[config.mk]
export PLATFORM = sky130hd
export DESIGN_NAME = dice_roller
export DESIGN_NICKNAME = d
export VERILOG_FILES = /design/src/rtl/dice_roller.sv
export SDC_FILE = /design/constraint.sdc
export NUM_CORES = 1
export LEC_CHECK = 0
export BUFFER_PORTS_ARGS = -buffer_cell sky130_fd_sc_hd__buf_2
export CORE_MARGIN = 2
export CORE_UTILIZATION = 30
export CTS_BUF_LIST = sky130_fd_sc_hd__clkbuf_16
export DETAILED_ROUTE_END_ITERATION = 8
export PLACE_DENSITY = 0.56
export SLEW_MARGIN = 30
export SYNTH_ARGS = -nofsm -noshare
export SYNTH_HDL_FRONTEND = slang
export SYNTH_SLANG_ARGS = --single-unit
[constraint.sdc]
create_clock -name clk -period 2 [get_ports clk]
set_clock_uncertainty 0.15 [all_clocks]
set_input_delay 0.3 -clock clk [delete_from_list [all_inputs] [get_ports clk]]
set_output_delay 0.3 -clock clk [all_outputs]
set_load 0.02 [all_outputs]
[src/rtl/dice_roller.sv]
// ----------------------------------------------------------------------------
// dice_roller
//
// Parametrised N-die roller. A chain of free-running face counters, wired as
// an odometer, is sampled at a moment set by the user's roll timing. A
// roll/hold handshake runs a fixed-length tumble phase, then latches a stable
// result and raises valid.
//
// Parameters
//   NUM_DICE       number of dice (>= 1)
//   FACES          faces per die (2..15), face values 1..FACES
//   TUMBLE_CYCLES  cycles spent tumbling (>= 1)
//
// Ports
//   clk        in   system clock, rising edge
//   rst        in   synchronous active-high reset
//   roll       in   roll request, level-sampled at each edge
//   hold_mask  in   bit i=1 keeps die i's previous result (sampled on accept)
//   dice_out   out  die i at bits [i*W +: W]
//   valid      out  result stable and complete
//   busy       out  tumble in progress
//   sum_out    out  registered sum of latched results (DICE_SUM_EN only)
//
// Configuration macro
//   DICE_SUM_EN  when defined, adds the sum_out port and its adder.
// ----------------------------------------------------------------------------
module dice_roller #(
    parameter int NUM_DICE      = 2,
    parameter int FACES         = 6,
    parameter int TUMBLE_CYCLES = 4,
    localparam int W            = $clog2(FACES + 1)
) (
    input  logic                  clk,
    input  logic                  rst,
    input  logic                  roll,
    input  logic [NUM_DICE-1:0]   hold_mask,
    output logic [NUM_DICE*W-1:0] dice_out,
    output logic                  valid,
`ifdef DICE_SUM_EN
    output logic                  busy,
    output logic [$clog2(NUM_DICE*FACES+1)-1:0] sum_out
`else
    output logic                  busy
`endif
);

    localparam int TW = (TUMBLE_CYCLES > 1) ? $clog2(TUMBLE_CYCLES) : 1;

    typedef enum logic [1:0] {
        IDLE,
        ROLLING,
        DONE
    } state_t;

    state_t              state_q;
    logic [TW-1:0]       tcnt_q;
    logic [NUM_DICE-1:0] hold_q;
    logic                valid_q;
    logic                busy_q;

    logic [W-1:0] cnt_q [NUM_DICE];
    logic [W-1:0] cnt_d [NUM_DICE];
    logic [W-1:0] res_q [NUM_DICE];
    logic [W-1:0] res_d [NUM_DICE];
    logic         carry;

    // ------------------------------------------------------------------
    // Odometer counters: die 0 steps every edge; die i steps only when
    // every lower die is at FACES, i.e. when die i-1 wraps on this edge.
    // ------------------------------------------------------------------
    always_comb begin
        // NOTE: every combinational output gets a default before any
        // conditional update, so no path leaves it unassigned (no latch).
        carry = 1'b1;
        for (int i = 0; i < NUM_DICE; i++) begin
            cnt_d[i] = cnt_q[i];
            if (carry) begin
                cnt_d[i] = (cnt_q[i] == W'(FACES)) ? W'(1) : cnt_q[i] + W'(1);
            end
            carry = carry && (cnt_q[i] == W'(FACES));
        end
    end

    always_ff @(posedge clk) begin
        // NOTE: sequential state uses non-blocking assignment so every
        // register samples pre-edge values regardless of statement order.
        if (rst) begin
            for (int i = 0; i < NUM_DICE; i++) cnt_q[i] <= W'(1);
        end else begin
            for (int i = 0; i < NUM_DICE; i++) cnt_q[i] <= cnt_d[i];
        end
    end

    // Value each die takes at the end of the tumble: held dice keep their
    // result, the others capture the live counter as it stands pre-edge.
    always_comb begin
        for (int i = 0; i < NUM_DICE; i++) begin
            res_d[i] = hold_q[i] ? res_q[i] : cnt_q[i];
        end
    end

`ifdef DICE_SUM_EN
    localparam int SW = $clog2(NUM_DICE*FACES + 1);
    logic [SW-1:0] sum_q;
    logic [SW-1:0] sum_d;

    always_comb begin
        sum_d = '0;
        for (int i = 0; i < NUM_DICE; i++) begin
            sum_d = sum_d + SW'(res_d[i]);
        end
    end
`endif

    // ------------------------------------------------------------------
    // Roll handshake FSM with registered valid/busy.
    // ------------------------------------------------------------------
    always_ff @(posedge clk) begin
        if (rst) begin
            state_q <= IDLE;
            tcnt_q  <= '0;
            hold_q  <= '0;
            valid_q <= 1'b0;
            busy_q  <= 1'b0;
            // NOTE: the result registers are reset because they are shown
            // on dice_out straight out of reset and must read as face 1.
            for (int i = 0; i < NUM_DICE; i++) res_q[i] <= W'(1);
`ifdef DICE_SUM_EN
            sum_q   <= SW'(NUM_DICE);
`endif
        end else begin
            unique case (state_q)
                IDLE, DONE: begin
                    if (roll) begin
                        state_q <= ROLLING;
                        tcnt_q  <= TW'(TUMBLE_CYCLES - 1);
                        hold_q  <= hold_mask;
                        valid_q <= 1'b0;
                        busy_q  <= 1'b1;
                    end
                end
                ROLLING: begin
                    // roll is deliberately ignored while tumbling.
                    if (tcnt_q != '0) begin
                        tcnt_q <= tcnt_q - TW'(1);
                    end else begin
                        for (int i = 0; i < NUM_DICE; i++) res_q[i] <= res_d[i];
`ifdef DICE_SUM_EN
                        sum_q   <= sum_d;
`endif
                        state_q <= DONE;
                        valid_q <= 1'b1;
                        busy_q  <= 1'b0;
                    end
                end
                default: state_q <= IDLE;
            endcase
        end
    end

    // While tumbling, non-held dice animate with the live counters; all
    // sources are registers, so there is no input-to-output path.
    always_comb begin
        dice_out = '0;
        for (int i = 0; i < NUM_DICE; i++) begin
            dice_out[i*W +: W] = (state_q == ROLLING && !hold_q[i]) ? cnt_q[i] : res_q[i];
        end
    end

    assign valid = valid_q;
    assign busy  = busy_q;
`ifdef DICE_SUM_EN
    assign sum_out = sum_q;
`endif

endmodule

==> flow_summary.toml, run 1 <==
[cells_and_area]
diodes = 0
finalNonFillerCells = 129
areaGrowthSynthToFinish_pct = 18.8
drive_gt1_share_pct = 24.5
nets = 108
fin_util_pct = 37.9
stdcell_area_um2 = 1050

[timing]
finalSetupViolCount = 0
postLayoutSetupSlackWorst_ps = 71.4
max-slew-margin-rel_pct = 67.3
fin_tns_setup_ps = 0
hold_viol_final = 0
rsz0062_at_grt = "yes"
holdWs_ps = 140
worst_pin_slew_ps = 489
slew_viol_final = 0
min_period_over_period_pct = 96.4
period_needed_ps = 1930
max_freq_mhz = 519

[clocking]
cts.path.max_buffers = 2
cts_tree = "done"
htreeDepth = 1
clk_pin_slew_ps = 50
clock_latency_ps = 250
hold_buffers = 0
cts.sinks = 20
clockRootBuffer = "clkbuf_16"
numCtsBuffers = 3
post-cts-setup-buffer-count = 0

[power]
power.total_mw = 1.00
power_density_nw_per_um2 = 950
p_leak_nw = 0.432
power_frac_seq_pct = 46.9
p_sw_share_pct = 23.8
p_int_mw = 0.763
pwr-share-comb_pct = 12.7
p_clk_share_pct = 40.4
vdd_drop_max_uv = 448
p_sw_mw = 0.238

[worst_setup_path]
path_cells = "nand2b_1 > nor2_2 > mux2_2 > buf_2"
worst_ep_arrival_time_ps = 1480
cp-start-kind = "flip-flop"
cp_slowest_stage_delay_ps = 350
slowest_stage = "mux2_2"
cp-end-kind = "output pin"
crit_fanout = 5
critPathBufInv = 1
critPathTopFamily = "simple AND/OR/NAND/NOR gates"
critical_path_class = "reg -> out"
worstPathRequired_ps = 1550

[global_route]
antenna_found_initial = 0
grt_pass1_wl_um = 2640
grt_max_degree = 19
grt.total_usage_pct = 10.5
gr-total-overflow = 0
grt_pass1_vias = 613

[placed_design]
dp.cells = 126
port_buffers = 12
dp_slack_ps = 261
gp_congestion = 0.704
placed_area_um2 = 973
place_hpwl_um = 1190

[yosys]
synth_top_family_by_area = "simple AND/OR/NAND/NOR gates"
async_flop_share_pct = 0
netlist_area_um2 = 887
ys_types = 25
synth_enable_flop_cells = 6
ys.flop_type = "dfxtp_1"
synth-seq-cells = 20
yosys_warnings = 0
synth-compound-area-share_pct = 9.87
synth_simple_gate_area_share_pct = 18.3
syn-num-nets = 94
synth_seq_area_share_pct = 51.9
synthTopCellsByArea = "dfxtp_1, edfxtp_1, mux2_2"
synth_mux_area_share_pct = 12.1
syn_inst = 86
synth_top_area_share_pct = 31.6
syn_avg_cell_area_um2 = 10.3
synth_xor_area_share_pct = 0
synth_top_area_cell = "dfxtp_1"
synth_fa_ha_area_share_pct = 4.23

[floorplan]
core_um2 = 2780
chipWidth_um = 58.4
die_y_um = 58.4
initial_core_util_pct = 31.9
io_pins = 13
die_area_um2 = 3410
rows = 19

[flow_run]
cap_violations = 0

[route]
avgRoutedWirePerCell_um = 12.7
ant_nets = 0
drtIter0Drc = 10
drtPass1Iterations = 4
drt-vias-per-instance = 4.83
drc_errors = 0
vias = 623
wirelength_um = 1640

[status]
outcome = "completed"

[hold_path]
hold_class = "in -> reg"
[timing repair]
item / 4_1_cts / 5_1_grt
setup endpoints to repair: 3 / 3
gates resized for setup: 1 / 1
pin swaps: 0 / 0
[sequential cells by signal, summed over array words and instances, names as in the netlist]
register / cells
busy: 1
valid: 1
state_q: 2
hold_q: 2
cnt_q: 6
res_q: 6
tcnt_q: 2
[layout by cell type, fill, tap and decap left out]
cell / count
and3_1: 1
a21oi_1: 6
nand2b_1: 2
nand3_1: 1
nor2_1: 9
nor3b_1: 1
a211oi_1: 2
edfxtp_1: 6
buf_2: 12
inv_1: 5
ha_1: 3
o21bai_1: 4
nor2b_1: 3
nor2_2: 2
o211ai_1: 1
and2_1: 3
nor3_1: 3
or3_1: 1
dfxtp_1: 14
mux2i_1: 4
mux2_2: 6
nand2_1: 3
clkbuf_16: 3
o21ai_0: 1
nor3b_2: 1
nand3b_1: 1
[cell type report]
cell class,instances,area (um2)
fill,286,1730
sequential,20,460
multi-input combinational,58,400
clock buffer,3,75.1
timing repair buffer,12,60.1
tap,31,38.8
inverter,5,18.8
[Yosys cell counts (2+ instances only)]
cell and n:
nor2b_1 3, nor2_1 11, nand2b_1 2, a211oi_1 2, a21oi_1 6, dfxtp_1 14, clkbuf_1 2, ha_1 3
nand2_1 3, nor3_1 3, inv_1 5, mux2i_1 4, o21bai_1 4, mux2_2 6, edfxtp_1 6, and2_1 3
[worst register-to-register path, stage by stage (launching register included)]
cell	delay, ps
dfxtp_1	320
inv_1	60
ha_1	220
nand3b_1	240
o21bai_1	350
[cells by family after synthesis]
| logic type | Yosys count |
|---|---|
| AOI/OAI and AO/OA | 14 |
| adders and majority gates | 3 |
| buffers and inverters | 8 |
| DFF | 20 |
| muxes | 10 |
| and+or+nand+nor | 31 |
[power groups by stage]
stage / registers (mW) / logic, mW / clock network, mW
after CTS: 0.469 / 0.129 / 0.415
after global placement: 0.476 / 0.124 / 0
after detailed placement: 0.477 / 0.128 / 0
after global routing: 0.474 / 0.142 / 0.438
after floorplan: 0.475 / 0.0926 / 0
final: 0.469 / 0.127 / 0.404
[final timing paths]
kind	start	to	slack, ps	cells past startpoint
min	hold_mask[0]	hold_q[0]	140	3
max	state_q[1]	dice_out[3]	70	4
min reg2reg	cnt_q[0][0]	cnt_q[0][0]	280	1
max reg2reg	tcnt_q[0]	res_q[0][4]	330	4
[routing by layer]
| layer | vias up | share of wire, % | global-route usage, % | routed length (um) |
|---|---|---|---|---|
| met3 | 5 | 3.0 | 3.30 | 50 |
| li1 | 321 | - | - | - |
| met1 | 288 | 46 | 12.1 | 755 |
| met4 | 0 | 2.6 | 5.98 | 42 |
| met5 | - | 0 | 0 | 0 |
| met2 | 9 | 48 | 17.3 | 793 |
Power figures use the tool's default switching activity.
==> run 2, diff against run 1 <==
- SETUP_SLACK_MARGIN: default -> 0.5
- SKIP_LAST_GASP: default -> 1
==> run 2 against run 1 <==
Critical path type unchanged; non-clock buffer count grew 6; worst hold slack better by 0.54 ps; maximum frequency up 8.6%; largest power group unchanged; flip-flop and latch count unchanged; routed wire length increased by 9.0%; sequential share of layout area down 6.3 points; total power up 7.1%; clock-buffer cell count is the same; via count grew 5.8%; global-route usage grew 1.2 points; cell area increased by 19%; critical path depth stayed put.
==> flow_summary.toml, run 2 (synthesis results as in run 1) <==
[status]
outcome = "completed"

[route]
drtIter0Drc = 14
drt-vias-per-instance = 4.88
wirelength_um = 1790
vias = 659
drc_errors = 0
drtPass1Iterations = 4
ant_nets = 0
avgRoutedWirePerCell_um = 13.2

[clocking]
cts.path.max_buffers = 2
hold_buffers = 0
clockRootBuffer = "clkbuf_16"
cts_tree = "done"
numCtsBuffers = 3
htreeDepth = 1
cts.sinks = 20
clk_pin_slew_ps = 50
clock_latency_ps = 250

[global_route]
antenna_found_initial = 0
gr-total-overflow = 0
grt_pass1_vias = 674
grt.total_usage_pct = 11.7
grt_pass1_wl_um = 2950
grt_max_degree = 19

[cells_and_area]
final_common_cell = "dfxtp_1"
drive_gt1_share_pct = 43.3
areaGrowthSynthToFinish_pct = 41.2
final_cell_mix = "dfxtp_1, nor2_1, buf_6"
multi_input_comb_area_um2 = 502
seqCellArea_um2 = 468
diodes = 0
reg_top3 = "cnt_q x6, res_q x6"
nFillCells = 269
nets = 114

[timing]
worst_pin_slew_ps = 483
max_freq_mhz = 563
fin_tns_setup_ps = 0
period_needed_ps = 1780
min_period_over_period_pct = 88.8
hold_viol_final = 0
rsz0062_at_grt = "yes"
finalSetupViolCount = 0
slew_viol_final = 0
max-slew-margin-rel_pct = 67.7

[placed_design]
place_hpwl_um = 1190
gp_congestion = 0.704
port_buffers = 12

[worst_setup_path]
cp-start-kind = "flip-flop"
worst_ep_arrival_time_ps = 1330
worstRegToRegCells = 5
cp-end-kind = "output pin"
critical_path_class = "reg -> out"
worstPathRequired_ps = 1550
crit_fanout = 3

[floorplan]
io_pins = 13
core_um2 = 2780
die_area_um2 = 3410
chipWidth_um = 58.4
initial_core_util_pct = 31.9
die_y_um = 58.4
rows = 19

[power]
power_density_nw_per_um2 = 856
p_leak_nw = 0.513
vdd_drop_max_uv = 433
power.total_mw = 1.07

[flow_run]
cap_violations = 0

[hold_path]
hold_class = "in -> reg"
whs_path_depth = 3
==> run 2: through the flow <==
step | util [%] | setup WS, ps | hold slack [ps] | cell area [um2] | std cells
floorplan | - | 498 | 235 | 887 | 86
global placement | 35.0 | 258 | 256 | 973 | 126
detailed placement | 35.0 | 261 | 260 | 973 | 126
CTS | 43.4 | 186 | 138 | 1210 | 135
global route | 45.0 | 187 | 163 | 1250 | 135
finish | 45.0 | 223 | 140 | 1250 | 135
==> run 2: per-layer routing <==
| layer | part of all wire (%) | vias up | wire (um) | track usage, % |
|---|---|---|---|---|
| met5 | 0 | - | 0 | 0 |
| met4 | 2.2 | 0 | 40 | 5.98 |
| met3 | 2.6 | 5 | 47 | 3.30 |
| met2 | 51 | 9 | 916 | 20.1 |
| met1 | 44 | 308 | 783 | 13.3 |
| li1 | - | 337 | - | - |
==> run 2: cell type report <==
class | count | area share [%]
multi-input cells | 58 | 40.1
flip-flops and latches | 20 | 37.4
repair buffers | 18 | 12.0
clock buffers | 3 | 5.99
well taps | 31 | 3.10
inverters | 5 | 1.50
==> run 2: path summary, 6_finish.rpt <==
check | start | end | slack, ps
hold reg to reg | cnt_q[0][0] | cnt_q[0][0] | 280
hold / removal | hold_mask[0] | hold_q[0] | 140
setup / recovery | state_q[1] | dice_out[3] | 220
setup reg to reg | tcnt_q[0] | res_q[0][4] | 470
==> run 2: worst max-delay path, cell delays in order (launching register included) <==
cell	delay [ps]
dfxtp_2	320
nand2b_4	150
nor2_4	150
mux2_4	320
buf_6	130
==> run 2: what timing repair did <==
| item | 4_1_cts | 5_1_grt |
|---|---|---|
| resized for setup | 35 | 10 |
| pin swaps | 8 | 6 |
| endpoints found under the setup margin | 19 | 19 |
| cloned | 0 | 0 |
| buffers inserted | 6 | 0 |
==> run 2: where the power goes <==
| group | total [mW] | switching [mW] | internal [mW] |
|---|---|---|---|
| registers | 0.474 | 0.0270 | 0.447 |
| clock network | 0.406 | 0.142 | 0.264 |
| logic | 0.192 | 0.0940 | 0.0984 |
